==> src/rtl/spi_pkg.sv <==
// spi_pkg: shared widths and word-size helper for the SPI receive word path
package spi_pkg;
    localparam int BYTE_W         = 8;
    localparam int DEF_WORD_BYTES = 4;

    function automatic int word_w(input int word_bytes);
        return word_bytes * BYTE_W;
    endfunction

    localparam int WORD_W = word_w(DEF_WORD_BYTES);
endpackage

==> src/rtl/spi_rx_word_sync_if.sv <==
// spi_rx_word_sync_if: valid/ready word stream plus FIFO occupancy
interface spi_rx_word_sync_if
    import spi_pkg::*;
#(
    parameter int WORD_BYTES = DEF_WORD_BYTES,
    parameter int FIFO_DEPTH = 4
);
    logic [word_w(WORD_BYTES)-1:0] o_word_data;
    logic                          o_word_valid;
    logic                          i_word_ready;
    logic [$clog2(FIFO_DEPTH):0]   o_fifo_level;

    modport master (output o_word_data, output o_word_valid, output o_fifo_level, input i_word_ready);
    modport slave  (input o_word_data, input o_word_valid, input o_fifo_level, output i_word_ready);
endinterface

==> src/rtl/sync_fifo.sv <==
// sync_fifo: show-ahead FIFO with registered level; a push while full is taken only alongside a pop
module sync_fifo #(
    parameter int WIDTH = 32,
    parameter int DEPTH = 4,
    localparam int AW   = $clog2(DEPTH)
) (
    input  logic             clk,
    input  logic             rst_n,
    input  logic             push,
    input  logic [WIDTH-1:0] push_data,
    input  logic             pop,
    output logic [WIDTH-1:0] head,
    output logic             valid,
    output logic             full,
    output logic [AW:0]      level
);
    logic [WIDTH-1:0] mem [DEPTH];
    logic [AW-1:0]    wr_ptr;
    logic [AW-1:0]    rd_ptr;
    logic             do_pop;
    logic             do_push;

    assign valid   = level != '0;
    assign full    = level == (AW+1)'(DEPTH);
    assign do_pop  = pop & valid;
    assign do_push = push & (~full | do_pop);
    assign head    = mem[rd_ptr];

    // storage, power-of-two pointers wrap naturally, level tracks push minus pop
    always_ff @(posedge clk or negedge rst_n) begin
        if (!rst_n) begin
            for (int i = 0; i < DEPTH; i++) mem[i] <= '0;
            wr_ptr <= '0;
            rd_ptr <= '0;
            level  <= '0;
        end else begin
            if (do_push) begin
                mem[wr_ptr] <= push_data;
                wr_ptr      <= wr_ptr + 1'b1;
            end
            if (do_pop) rd_ptr <= rd_ptr + 1'b1;
            level <= level + (AW+1)'(do_push) - (AW+1)'(do_pop);
        end
    end
endmodule

==> src/rtl/spi_rx_word_sync.sv <==
// spi_rx_word_sync: brings SPI bytes into clk via toggle handshake, packs MSB-first words, buffers them
module spi_rx_word_sync
    import spi_pkg::*;
#(
    parameter int WORD_BYTES  = DEF_WORD_BYTES,
    parameter int FIFO_DEPTH  = 4,
    parameter int SYNC_STAGES = 2
) (
    input  logic              clk,
    input  logic              rst_n,
    input  logic [BYTE_W-1:0] i_rx_byte,
    input  logic              i_rx_toggle,
    input  logic              i_ss,
    input  logic              i_clr_ovf,
    output logic              o_frame_err,
    output logic              o_overflow,
    spi_rx_word_sync_if.master word
);
    localparam int W     = word_w(WORD_BYTES);
    localparam int CNT_W = $clog2(WORD_BYTES + 1);

    logic [SYNC_STAGES-1:0] tog_sync;
    logic [SYNC_STAGES-1:0] ss_sync;
    logic                   tog_prev;
    logic                   ss_prev;
    logic [CNT_W-1:0]       byte_cnt;
    logic [W-BYTE_W-1:0]    asm_q;
    logic                   tog_s;
    logic                   ss_s;
    logic                   ss_rise;
    logic                   ss_fall;
    logic                   byte_evt;
    logic [W-1:0]           asm_shift;
    logic [CNT_W-1:0]       cnt_base;
    logic [CNT_W-1:0]       cnt_post;
    logic [CNT_W-1:0]       cnt_next;
    logic                   push;
    logic                   frame_err_d;
    logic                   fifo_full;
    logic                   pop;
    logic                   drop;

    assign tog_s = tog_sync[SYNC_STAGES-1];
    assign ss_s  = ss_sync[SYNC_STAGES-1];
    assign pop   = word.o_word_valid & word.i_word_ready;

    // synchronize toggle and chip select, remember last synced values for edge detection
    always_ff @(posedge clk or negedge rst_n) begin
        if (!rst_n) begin
            tog_sync <= '0;
            ss_sync  <= '0;
            tog_prev <= 1'b0;
            ss_prev  <= 1'b0;
        end else begin
            tog_sync <= {tog_sync[SYNC_STAGES-2:0], i_rx_toggle};
            ss_sync  <= {ss_sync[SYNC_STAGES-2:0], i_ss};
            tog_prev <= tog_s;
            ss_prev  <= ss_s;
        end
    end

    // a byte landing on the ss-rise cycle still counts, so gating uses "high for two samples"
    always_comb begin
        ss_rise     = ss_s & ~ss_prev;
        ss_fall     = ~ss_s & ss_prev;
        byte_evt    = (tog_s ^ tog_prev) & ~(ss_s & ss_prev);
        asm_shift   = {asm_q, i_rx_byte};
        cnt_base    = ss_fall ? '0 : byte_cnt;
        push        = byte_evt && cnt_base == CNT_W'(WORD_BYTES - 1);
        cnt_post    = byte_evt ? (push ? '0 : cnt_base + 1'b1) : cnt_base;
        frame_err_d = ss_rise && cnt_post != '0;
        cnt_next    = ss_rise ? '0 : cnt_post;
        drop        = push & fifo_full & ~pop;
    end

    // assembly state, frame error pulse and sticky overflow (a new drop beats a clear)
    always_ff @(posedge clk or negedge rst_n) begin
        if (!rst_n) begin
            byte_cnt    <= '0;
            asm_q       <= '0;
            o_frame_err <= 1'b0;
            o_overflow  <= 1'b0;
        end else begin
            byte_cnt    <= cnt_next;
            if (byte_evt) asm_q <= asm_shift[W-BYTE_W-1:0];
            o_frame_err <= frame_err_d;
            o_overflow  <= drop | (o_overflow & ~i_clr_ovf);
        end
    end

    sync_fifo #(.WIDTH(W), .DEPTH(FIFO_DEPTH)) u_fifo (
        .clk       (clk),
        .rst_n     (rst_n),
        .push      (push),
        .push_data (asm_shift),
        .pop       (word.i_word_ready),
        .head      (word.o_word_data),
        .valid     (word.o_word_valid),
        .full      (fifo_full),
        .level     (word.o_fifo_level)
    );
endmodule
==> src/flat_wrapper.sv <==
// flat-port wrapper written by rule: the top's interface ports become plain ports
module spi_rx_word_sync_flat import spi_pkg::*;
#(
    parameter int WORD_BYTES  = DEF_WORD_BYTES,
    parameter int FIFO_DEPTH  = 4,
    parameter int SYNC_STAGES = 2
)
  (clk, rst_n, i_rx_byte, i_rx_toggle, i_ss, i_clr_ovf, o_frame_err, o_overflow, word_o_word_data, word_o_word_valid, word_o_fifo_level, word_i_word_ready);
  spi_rx_word_sync_if #(.WORD_BYTES(WORD_BYTES), .FIFO_DEPTH(FIFO_DEPTH)) word_i ();
  input  logic clk;
  input  logic rst_n;
  input  logic [BYTE_W-1:0] i_rx_byte;
  input  logic i_rx_toggle;
  input  logic i_ss;
  input  logic i_clr_ovf;
  output logic o_frame_err;
  output logic o_overflow;
  output wire logic [$bits(word_i.o_word_data)-1:0] word_o_word_data;
  output wire logic [$bits(word_i.o_word_valid)-1:0] word_o_word_valid;
  output wire logic [$bits(word_i.o_fifo_level)-1:0] word_o_fifo_level;
  input wire logic [$bits(word_i.i_word_ready)-1:0] word_i_word_ready;
  assign word_o_word_data = word_i.o_word_data;
  assign word_o_word_valid = word_i.o_word_valid;
  assign word_o_fifo_level = word_i.o_fifo_level;
  assign word_i.i_word_ready = word_i_word_ready;
  spi_rx_word_sync #(.WORD_BYTES(WORD_BYTES), .FIFO_DEPTH(FIFO_DEPTH), .SYNC_STAGES(SYNC_STAGES)) u_core (.clk(clk), .rst_n(rst_n), .i_rx_byte(i_rx_byte), .i_rx_toggle(i_rx_toggle), .i_ss(i_ss), .i_clr_ovf(i_clr_ovf), .o_frame_err(o_frame_err), .o_overflow(o_overflow), .word(word_i));
endmodule
==> config.mk <==
export PLATFORM = sky130hd
export DESIGN_NAME = spi_rx_word_sync_flat
export DESIGN_NICKNAME = d
export VERILOG_FILES = /design/src/rtl/spi_pkg.sv /design/src/rtl/spi_rx_word_sync_if.sv /design/src/rtl/sync_fifo.sv /design/src/rtl/spi_rx_word_sync.sv /design/src/flat_wrapper.sv
export SDC_FILE = /design/constraint.sdc
export NUM_CORES = 1
export LEC_CHECK = 0
export BUFFER_PORTS_ARGS = -buffer_cell sky130_fd_sc_hd__buf_2
export CORE_ASPECT_RATIO = 1.5
export CORE_MARGIN = 2
export CORE_UTILIZATION = 34
export CTS_CLUSTER_DIAMETER = 120
export DETAILED_ROUTE_END_ITERATION = 10
export MAX_ROUTING_LAYER = met4
export PLACE_DENSITY_LB_ADDON = 0.15
export SLEW_MARGIN = 40
export SYNTH_ARGS = -nofsm -noshare
export SYNTH_HDL_FRONTEND = slang
export SYNTH_SLANG_ARGS = --single-unit
==> constraint.sdc <==
create_clock -name clk -period 3.6 [get_ports clk]
set_input_delay 0.72 -clock clk [delete_from_list [all_inputs] [get_ports clk]]
set_output_delay 0.72 -clock clk [all_outputs]
set_load 0.02 [all_outputs]
# Yosys cells after proc, flatten, opt, wreduce, memory -nomap -nowiden
# Cells that the tools add are included.
# totals
ff_bits,170
inputBits,14
output_inout_bits,38
word_cells,60
# classes
addsub,5
magnitude_cmp,3
eq_ne,2
muxes,10
bitwise_logic,20
n_reduce_logical,5
# op_table
cell,count
$bwmux 128,1
$mux 32,3
$bmux 32 s2,1
$demux 32 s2,1
$mux 3,4
$and 1x1->1,9
$ge 3x3->1 const B,2
$not 1->1,6
$not 2->3,2
$reduce_bool 3->1,2
$add 2x1->2 const B,2
$add 3x1->3,1
$add 3x1->3 const B,1
$eq 3x2->1 const B,1
$eq 3x3->1 const B,1
$logic_and 1x1->1,3
$lt 3x1->1 const B,1
$sub 3x1->3,1
$or 1x1->1,2
$xor 1x1->1,1

# Longest topological paths before layout
# depth
ltp_word,9
depth_mapped,13
ltp_nobuf,13

# Hierarchy
# A second synthesis with hierarchy kept.
# hier_totals
hier_cells,488
area_unflattened_um2,7344.5
# by_module_without_submodules
mod,instances,cells_each,area_per_inst_um2,seq_area_each_um2
sync_fifo,1,347,5967.0,3378.2
spi_rx_word_sync,1,141,1377.6,875.8

# Worst setup path after synthesis
# No wires, ideal clock.
# synth_timing
path_type,input-to-reg
startpoint,in word_i_word_ready
endpoint,reg u_core.u_fifo.level[2]
setup_ns,0.136
t_arrival_ns,2.581
required_time_ns,3.464
setup_slack_ns,0.883
cell_stages,10
path_buffers,0
path_cell_list,nor4b_4 nor2_1 inv_1 ha_1 inv_1 ha_1 inv_1 fa_1 xnor2_1 xnor2_1
# synth_between
elab_chain_cells,5
# synth_rtl
item,line_no,text
from (decl),flat_wrapper.sv:21,input wire logic [$bits(word_i.i_word_ready)-1:0] word_i_word_ready;
$and 1x1->1 (*),sync_fifo.sv:25,assign do_pop = pop & valid;
$or 1x1->1,sync_fifo.sv:26,assign do_push = push & (~full | do_pop);
$and 1x1->1,sync_fifo.sv:26,
$add 3x1->3,sync_fifo.sv:42,level <= level + (AW+1)'(do_push) - (AW+1)'(do_pop);
$sub 3x1->3 (*),sync_fifo.sv:42,
to (signal assigned),sync_fifo.sv:42,
to (decl),sync_fifo.sv:15,output logic [AW:0] level
# Every way passes the cells marked *; elsewhere a longest branch is shown, timed or not.
# A chain may end at the register's enable or synchronous reset.

# Worst setup path after layout
# layout_timing
startpoint,reg u_core.ss_prev
endpoint,reg u_core.u_fifo.level[2]
# layout_between
elab_chain_cells,7
word_cells_on_any_way,10
cone_classes,add/sub (2); eq/ne (1); mux (1); bitwise (5); reduce/logical (1)
# layout_rtl
item,line_no,text
from (decl),spi_rx_word_sync.sv:25,logic ss_prev;
from (signal assigned),spi_rx_word_sync.sv:58,ss_prev <= ss_s;
$and 1x1->1 (on tied branches),"spi_rx_word_sync.sv:65, spi_rx_word_sync.sv:66",
$mux 3 / $not 1->1 (equally long branches),"spi_rx_word_sync.sv:68, spi_rx_word_sync.sv:66",
$eq 3x2->1 / $and 1x1->1 (equally long branches),"spi_rx_word_sync.sv:69, spi_rx_word_sync.sv:66",
$logic_and 1x1->1 (*),spi_rx_word_sync.sv:69,push = byte_evt && cnt_base == CNT_W'(WORD_BYTES - 1);
$and 1x1->1 (*),sync_fifo.sv:26,
$add 3x1->3 (*),sync_fifo.sv:42,
$sub 3x1->3 (*),sync_fifo.sv:42,
# Marked as above.

==> flow_summary_export.csv <==
group,metric,value,unit
status,status,"finished, final reports clean",
setup_path,arrival,3220,ps
synthesis,synthAdderAreaFrac,1.47,%
cells_and_area,syn2layout_area_growth,15.5,%
cells_and_area,mostFrequentLayoutCells,"dfrtp_1, mux2_2, buf_2",
sta,hold_viol_final,0,
cts,clk_pin_slew,60,ps
cts,cts_tree,"done",
sta,timing.fmax,343,MHz
drt,vias,3863,
power_and_ir_drop,peakVddDrop,0.295,mV
cells_and_area,stdcell_count,773,
cells_and_area,regArea,4260,um2
floorplanning,die_h,184,um
sta,finalCritPeriodShare,81.1,%
synthesis,yosys.area_share.simple,2.64,%
setup_path,r2r_cells,13,
drt,drtPass1Iterations,4,
setup_path,path_class,"reg -> reg",
global_route,grtUsageTotal,15.0,%
floorplanning,row_count,65,
sta,drv_slew,0,
flow_run,maxCapViolCount,0,
cts,clock_latency,430,ps
cells_and_area,diodes,0,
synthesis,avgSynthCellArea,17.1,um2
cells_and_area,nets,514,
global_route,antenna_found_initial,0,
floorplanning,dieArea,22800,um2
placement,hpwl,9340,um
cts,root_buffer,"clkbuf_16",
cts,hold_buffers,0,
synthesis,synth_cell_types,29,
power_and_ir_drop,powerDensity,676,nW/um2
sta,finClkSkew,10.6,ps
cts,post_cts_buffers,0,
global_route,grt_max_degree,73,
synthesis,synth_area,7340,um2
synthesis,synth_compound_area_share,0.870,%
floorplanning,ios,52,
synthesis,synthMuxAreaShare,33.3,%
cts,h-tree-depth,4,
synthesis,synth_xor_area_share,0.818,%
setup_path,startpoint_type,"flip-flop",
drt,drtIter0Drc,188,
synthesis,synth_top_family_by_area,"multiplexers",
worst_hold_path,hold_path.class,"in -> async",
power_and_ir_drop,totalPowerFinal,5.73,mW
global_route,first_global_vias,4281,
synthesis,ys_ff_latch,170,
sta,setup_tns,0,ps
sta,rsz0062_at_grt,"no",
global_route,grt.overflow.total,0,
placement,globalplace.congestion,0.680,
cells_and_area,fillers,2005,
sta,min_period,2920,ps
floorplanning,start_util,34.7,%
cells_and_area,fin_util,40.1,%
cts,cts_made_buffers,17,
cells_and_area,multi_input_area,2870,um2
cts,cts_buffer_depth,2,
synthesis,syn_inst,430,
cts,cts.sinks,170,
synthesis,seq_area_frac_synth,58.0,%
synthesis,synth_fp_nets,452,
placement,io_buffers,51,
synthesis,yosysWarnings,0,
sta,relSlewSlack,55.8,%
setup_path,end_kind,"flip-flop",
placement,dp_cells,741,
drt,routed_wirelength,15000,um
sta,setup_viol,0,
setup_path,crit_fanout,6,
cells_and_area,final_common_cell,"dfrtp_1",
global_route,grt_pass1_wl,24400,um
drt,postRouteAntennaNets,0,
power_and_ir_drop,leakage,4.06,nW
floorplanning,core,21100,um2
drt,wl_per_cell,19.5,um
drt,vias_per_cell,5.00,
cts,cts_resized,0,
setup_path,cp.required,3900,ps
sta,worst_pin_slew,663,ps
floorplanning,die_w,124,um
cells_and_area,drive_gt1_share,53.5,%
drt,drc,0,
[cell type report]
type | count | share of cell area, %
Clock buffer | 22 | 5.59
Inverter | 10 | 0.443
Multi-Input combinational cell | 228 | 33.8
Sequential cell | 170 | 50.2
Timing Repair Buffer | 65 | 4.62
Clock inverter | 10 | 1.36
Tap cell | 268 | 3.96
[synthesized netlist by cell type, drive strengths merged]
cell type | number | share of area [%]
a21boi | 1 | 0.10
a2bb2oi | 1 | 0.12
a31oi | 1 | 0.085
and2 | 4 | 0.34
buf | 16 | 2.1
clkbuf | 6 | 0.31
dfrtp | 170 | 58
fa | 1 | 0.27
ha | 7 | 1.2
inv | 10 | 0.51
mux2 | 153 | 23
mux4 | 32 | 9.8
nand2 | 3 | 0.15
nand2b | 1 | 0.085
nand3 | 2 | 0.14
nand3b | 2 | 0.20
nor2 | 4 | 0.20
nor2b | 1 | 0.085
nor3b | 4 | 1.0
nor4b | 1 | 0.32
o2111ai | 1 | 0.36
o221ai | 1 | 0.12
o22ai | 1 | 0.085
or3 | 1 | 0.085
xnor2 | 4 | 0.48
xor2 | 2 | 0.34
[through the flow]
| step | cell area (um2) | setup WS [ps] | hold WS, ps |
|---|---|---|---|
| global placement | 7890 | 799 | 389 |
| CTS | 8480 | 643 | 306 |
| global route | 8480 | 417 | 337 |
| finish | 8480 | 682 | 291 |
| detailed placement | 7890 | 659 | 396 |
| floorplan | 7340 | 883 | 331 |
[worst paths after layout]
| check | startpoint | endpoint | slack, ps |
|---|---|---|---|
| worst max-delay path | u_core.ss_prev | u_core.u_fifo.level[2] | 680 |
| worst min-delay path | rst_n | u_core.u_fifo.mem[2] | 290 |
| worst max register to register | u_core.ss_prev | u_core.u_fifo.level[2] | 680 |
| worst min register to register | u_core.ss_sync[0] | u_core.ss_sync[1] | 400 |
| max in group asynchronous | rst_n | u_core.u_fifo.rd_ptr[0] | 2370 |
| min in group clk | u_core.ss_sync[0] | u_core.ss_sync[1] | 400 |
[worst max-delay path: stages (launching register included)]
cell       delay [ps]
dfrtp_1           460
nand2b_1          180
and2_1            170
ha_1              230
o2111ai_4         240
nor2_1            290
inv_1              80
ha_1              290
inv_1              50
ha_1              120
inv_1              50
fa_1              370
xnor2_1           140
xnor2_1           130
[sequential cells by signal, summed over array words and instances, names as in the netlist]
signal                flops
u_core.u_fifo.mem       128
u_core.asm_q             24
u_core.byte_cnt           3
u_core.u_fifo.level       3
u_core.ss_sync            2
u_core.tog_sync           2
u_core.u_fifo.rd_ptr      2
u_core.u_fifo.wr_ptr      2
u_core.o_frame_err        1
u_core.o_overflow         1
u_core.ss_prev            1
u_core.tog_prev           1
[report_power, final]
part	switching [mW]	internal (mW)
registers	0.280	2.27
logic	0.661	0.694
clock network	0.747	1.08
total	1.69	4.05
[routing by layer]
metal  vias to the layer above  part of all wire (%)  track usage [%]
li1                       1689                     -                -
met5                         -                     0                -
met1                      2099                    44             18.8
met4                         0                   1.5             5.39
met3                        17                   2.9             3.35
met2                        58                    51             23.8
[kinds of logic (layout without fill, tap and decap cells)]
kind of cell               Yosys count  in the layout
DFF                                170            170
buffers and inverters               32            107
AOI/OAI and AO/OA                    6              6
and+or+nand+nor                     23             23
adders and majority gates            8              8
muxes                              185            185
xor gates and xnor gates             6              6
No activity file was read; power rests on OpenSTA's default activity.
